===== src/rtl/uart_tx_queue.sv =====
// uart_tx_queue
//   Byte queue and frame pacer sitting directly in front of the UART
//   transmitter. Words written from the system side are buffered in a small
//   circular queue. They are handed to TX one at a time as one-cycle OE pulses.
//   TX has no busy output, so consecutive pulses are spaced a full frame slot
//   apart, which means a frame is never cut short.
//
// Ports
//   CLK    in   1               system clock, rising edge
//   RST_N  in   1               asynchronous active-low reset
//   DIN    in   Wdata           word to enqueue
//   WE     in   1               enqueue strobe
//   FULL   out  1               queue holds Depth words
//   EMPTY  out  1               queue holds no words
//   LEVEL  out  clog2(Depth)+1  words currently queued
//   OVF    out  1               one-cycle pulse: WE while FULL, word dropped
//   DOUT   out  Wdata           word presented to TX, valid while OE=1
//   OE     out  1               one-cycle load strobe to TX
//
// Handshake: a word is taken on any rising edge where WE=1 and FULL=0.
//   WE with FULL=1 drops the word and raises OVF for the following cycle.
//   On the TX side, DOUT is meaningful only in the cycle where OE=1. TX
//   gives no back-pressure.
module uart_tx_queue #(
    parameter int Fclk  = 12000000,
    parameter int Bauds = 115200,
    parameter int Wdata = 8,
    parameter int Wstop = 1,
    parameter int Depth = 16
) (
    input  logic                     CLK,
    input  logic                     RST_N,
    input  logic [Wdata-1:0]         DIN,
    input  logic                     WE,
    output logic                     FULL,
    output logic                     EMPTY,
    output logic [$clog2(Depth):0]   LEVEL,
    output logic                     OVF,
    output logic [Wdata-1:0]         DOUT,
    output logic                     OE
);

    localparam int Nticks = Fclk / Bauds;
    localparam int Wframe = 1 + Wdata + Wstop;
    localparam int Slot   = Wframe * (Nticks + 1) + 1;
    localparam int AW     = $clog2(Depth);
    localparam int CW     = $clog2(Slot);

    localparam logic [CW-1:0] SLOT_M1 = CW'(Slot - 1);
    localparam logic [CW-1:0] SLOT_M2 = CW'(Slot - 2);
    localparam logic [CW-1:0] CNT_ONE = CW'(1);
    localparam logic [AW:0]   DEPTH_L = (AW + 1)'(Depth);
    localparam logic [AW:0]   LVL_ONE = (AW + 1)'(1);
    localparam logic [AW-1:0] PTR_ONE = AW'(1);

    typedef enum logic [1:0] {
        IDLE = 2'd0,
        SEND = 2'd1,
        WAIT = 2'd2
    } state_t;

    state_t          state;
    logic [CW-1:0]   wait_cnt;
    logic [Wdata-1:0] mem [Depth];
    logic [AW-1:0]   wp;
    logic [AW-1:0]   rp;
    logic            push;
    logic            pop;
    logic [AW:0]     level_nxt;

    // FULL is the registered flag, so a write in the same cycle as a pop from
    // a full queue is still rejected.
    assign push = WE && !FULL;
    assign pop  = (state == SEND);

    always_comb begin
        level_nxt = LEVEL;
        if (push && !pop) begin
            level_nxt = LEVEL + LVL_ONE;
        end else if (!push && pop) begin
            level_nxt = LEVEL - LVL_ONE;
        end
    end

    always_ff @(posedge CLK) begin
        if (push) begin
            mem[wp] <= DIN;
        end
    end

    always_ff @(posedge CLK or negedge RST_N) begin
        if (!RST_N) begin
            wp    <= '0;
            rp    <= '0;
            LEVEL <= '0;
            FULL  <= 1'b0;
            EMPTY <= 1'b1;
            OVF   <= 1'b0;
        end else begin
            OVF <= WE && FULL;
            if (push) begin
                wp <= wp + PTR_ONE;
            end
            if (pop) begin
                rp <= rp + PTR_ONE;
            end
            LEVEL <= level_nxt;
            FULL  <= (level_nxt == DEPTH_L);
            EMPTY <= (level_nxt == '0);
        end
    end

    // Pacing FSM. Reset lands in WAIT with a full slot loaded. TX is not
    // reset, so a frame launched just before reset may still be shifting out.
    // WAIT is left on the cycle the counter steps from 1 to 0. This gives one
    // IDLE cycle, and the next SEND lands exactly Slot cycles after the
    // previous one.
    always_ff @(posedge CLK or negedge RST_N) begin
        if (!RST_N) begin
            state    <= WAIT;
            wait_cnt <= SLOT_M1;
            OE       <= 1'b0;
            DOUT     <= '0;
        end else begin
            case (state)
                IDLE: begin
                    OE <= 1'b0;
                    if (!EMPTY) begin
                        state <= SEND;
                        OE    <= 1'b1;
                        DOUT  <= mem[rp];
                    end
                end
                SEND: begin
                    OE       <= 1'b0;
                    wait_cnt <= SLOT_M2;
                    state    <= WAIT;
                end
                WAIT: begin
                    OE <= 1'b0;
                    if (wait_cnt != '0) begin
                        wait_cnt <= wait_cnt - CNT_ONE;
                    end
                    if (wait_cnt <= CNT_ONE) begin
                        state <= IDLE;
                    end
                end
                default: begin
                    OE    <= 1'b0;
                    state <= IDLE;
                end
            endcase
        end
    end

endmodule


===== config.mk =====
export PLATFORM = sky130hd
export DESIGN_NAME = uart_tx_queue
export DESIGN_NICKNAME = d
export VERILOG_FILES = /design/src/rtl/uart_tx_queue.sv
export SDC_FILE = /design/constraint.sdc
export NUM_CORES = 1
export LEC_CHECK = 0
export BUFFER_PORTS_ARGS = -buffer_cell sky130_fd_sc_hd__buf_2
export CORE_UTILIZATION = 40
export CTS_CLUSTER_SIZE = 28
export DETAILED_ROUTE_END_ITERATION = 16
export GPL_ROUTABILITY_DRIVEN = 0
export PLACE_DENSITY = 0.59
export SLEW_MARGIN = 20
export SYNTH_ARGS = -nofsm -noshare
export SYNTH_HDL_FRONTEND = slang
export SYNTH_SLANG_ARGS = --single-unit
export TNS_END_PERCENT = 5

===== constraint.sdc =====
create_clock -name CLK -period 2.89 [get_ports CLK]
set_input_delay 0.289 -clock CLK [delete_from_list [all_inputs] [get_ports CLK]]
set_output_delay 0.289 -clock CLK [all_outputs]
set_load 0.1 [all_outputs]

==> metrics.txt <==
Hold WS approximately 0.11 ns; layout cells sized above 1 26.3%; post-DP HPWL about 9000 um; worst hold endpoint OVF; Reg2Reg Depth 6; Worst slew margin approximately 41%; Hold Crit Depth 2; Routed wire per std cell 20.0 um; period utilization between 70 and 80%; worst r2r src rp[1]; Net Count, Synth approximately 440; clk_lat worst skew 0.43 ns; total track usage around 17%; Peak VDD IR roughly 0.55 mV; DR iter-0 viols between 300 and 400; # setup viols final 0; pwr dens ~800 nW/um^2; Ant. Diodes 0; Final Skew about 0.012 ns; Residual DRC 0; main flop type after synthesis edfxtp_1; vias per inst between 5 and 6; setup ws final a little under 0.6 ns; Yosys reg bits 166; final core utilization between 40% and 50%; Worst setup EP type register; Die Y roughly 130 um; minimum clock period 2.31 ns; clk sink count ~170; Area after DPL roughly 7300 um^2; first-pass GRT wire length between 20000 and 25000 um; CP Max Fanout 23; Fin. Hold Viols 0; Async SR Flop Fraction between 20% and 30%; critical path launch point type register; Yosys top cell by area edfxtp_1; Initial Utilization a little over 40%; Rows 47; H-tree Lvls 4; run status finished clean; Max Slew Vio Count 0; Nets a little under 500; number of gates resized after cts 0; vias in the first global route around 3900; largest cells by area after synthesis edfxtp_1 (56%), dfrtp_1 (12%), mux4_2 (8.9%), dfstp_2 (2.3%), mux2i_1 (1.8%); Setup TNS 0 ns; hold crit path type in2reg; commonest non-fill, non-tap cell in the layout edfxtp_1; worst path arrival time approximately 2.6 ns; final WL around 14000 um; cell count after synthesis just over 400; CTS tree yes; Die W 133 um; YS warnings 0; sequential share of the synthesized area 70.4%; most frequent cells in the layout edfxtp_1 (128), dfrtp_1 (31), mux4_2 (27), buf_2 (27); initial antenna violation count 0; I/O pins 28; Root Buffer clkbuf_16; Synth-to-Final Area Change 16.6%; Place WS around 0.57 ns; total number of vias ~3800; reg2reg end DOUT[3]; Port Buffers 27; largest net degree at the start of global routing 39; RSZ-0062 raised after global routing false; hold path start WE; max_cap viols 0; Longest Clk Path Bufs 2; clock transition at the registers of the reported paths 0.06 ns; number of setup buffers added after CTS 0; Distinct cells, synth 50; static leakage around 2.8 nW; Post-DRT Antenna Nets 0; post-synth top area share between 50% and 60%; die area ~18000 um^2; Post-synth EDFFs between 100 and 150; WS Path Type reg2reg; Post-Synthesis Cell Area around 7000 um^2; Max Clk Rate 433 MHz; r2r setup slk 0.58 ns; CP Data Required Time around 3.2 ns; grt ovf 0; number of CTS-inserted buffers 17; Core ar. between 15000 and 20000 um^2; Avg Inst Size Synth between 15 and 20 um^2; measured slew at the worst slew-check pin roughly 0.88 ns; first-pass iteration count of the detailed router 5; Final Instance Area 7960 um^2
[routing by layer]
layer  vias up  global-route usage [%]  wire, um  part of all wire (%)
li1       1714                       -         -                     -
met1      1908                    22.7      6260                    45
met2       116                    27.0      6750                    48
met3        25                    5.17       730                   5.2
met4         0                    7.09       258                   1.8
met5         -                       0         0                     0
[worst max-delay path by stage]
stage,start,endpoint,depth (start not counted)
2_1_floorplan,FULL,mem[3][0],4
3_5_place_dp,rp[1],DOUT[3],6
6_report,rp[1],DOUT[3],6
3_3_place_gp,rp[1],DOUT[3],6
5_1_grt,rp[1],DOUT[3],6
4_1_cts,rp[1],DOUT[3],6
[synth_stat cells (7+ instances only)]
| library cell | instances |
|---|---|
| ha_1 | 9 |
| buf_2 | 10 |
| o21ai_0 | 17 |
| inv_1 | 11 |
| mux2_2 | 7 |
| dfrtp_1 | 32 |
| xnor2_1 | 10 |
| clkbuf_1 | 9 |
| edfxtp_1 | 128 |
| nor3_1 | 9 |
| mux2i_1 | 12 |
| mux4_2 | 27 |
| nand2_1 | 23 |
| or3_1 | 7 |
| nor2_1 | 24 |
| a22oi_1 | 7 |
[worst max-delay path, stage by stage, from the launching register on]
cell	delay, ns
dfrtp_2	0.83
buf_4	0.40
mux2_2	0.37
o311ai_0	0.29
a31oi_1	0.06
o21ai_0	0.12
nand3_1	0.10
[flip-flops by register name, summed over array words and instances (netlist names)]
register	cells
mem	128
state	2
OE	1
DOUT	8
wp	4
rp	4
wait_cnt	11
FULL	1
OVF	1
LEVEL	5
EMPTY	1
[final cells by class]
class	instances	area, um^2
Inverter	12	45.0
Multi-Input combinational cell	217	1890
Clock inverter	11	176
Clock buffer	21	440
Timing Repair Buffer	52	325
Fill cell	1387	8690
Sequential cell	166	4800
Tap cell	220	275
[what timing repair did]
item                                    in CTS  in global routing
hold buffers                                 1                  0
endpoints found under the setup margin       0                  0
hold endpoints to repair                    15                  0
[stage by stage]
step           cells  power, mW
6_report         699       6.26
3_5_place_dp     666       3.94
4_1_cts          699       6.30
2_1_floorplan    415       3.64
5_1_grt          699       6.50
3_3_place_gp     666       3.92
[power breakdown]
group | total (mW) | leakage [nW] | switching, mW | internal (mW)
logic | 0.921 | 0.929 | 0.657 | 0.264
clock network | 2.38 | 0.296 | 0.921 | 1.46
registers | 2.97 | 1.59 | 0.135 | 2.83
total | 6.26 | 2.82 | 1.71 | 4.55
[kinds of logic (layout without fill, tap and decap cells)]
group / count (synthesis) / in the layout / share of synthesized area, %
mux: 46 / 46 / 11.8
simple gates: 99 / 99 / 7.57
buf+inv: 32 / 96 / 1.94
xor+xnor: 11 / 11 / 1.41
compound gates: 52 / 52 / 5.23
flops: 166 / 166 / 70.4
fa+ha+maj: 9 / 9 / 1.65
Power figures use the tool's default switching activity.
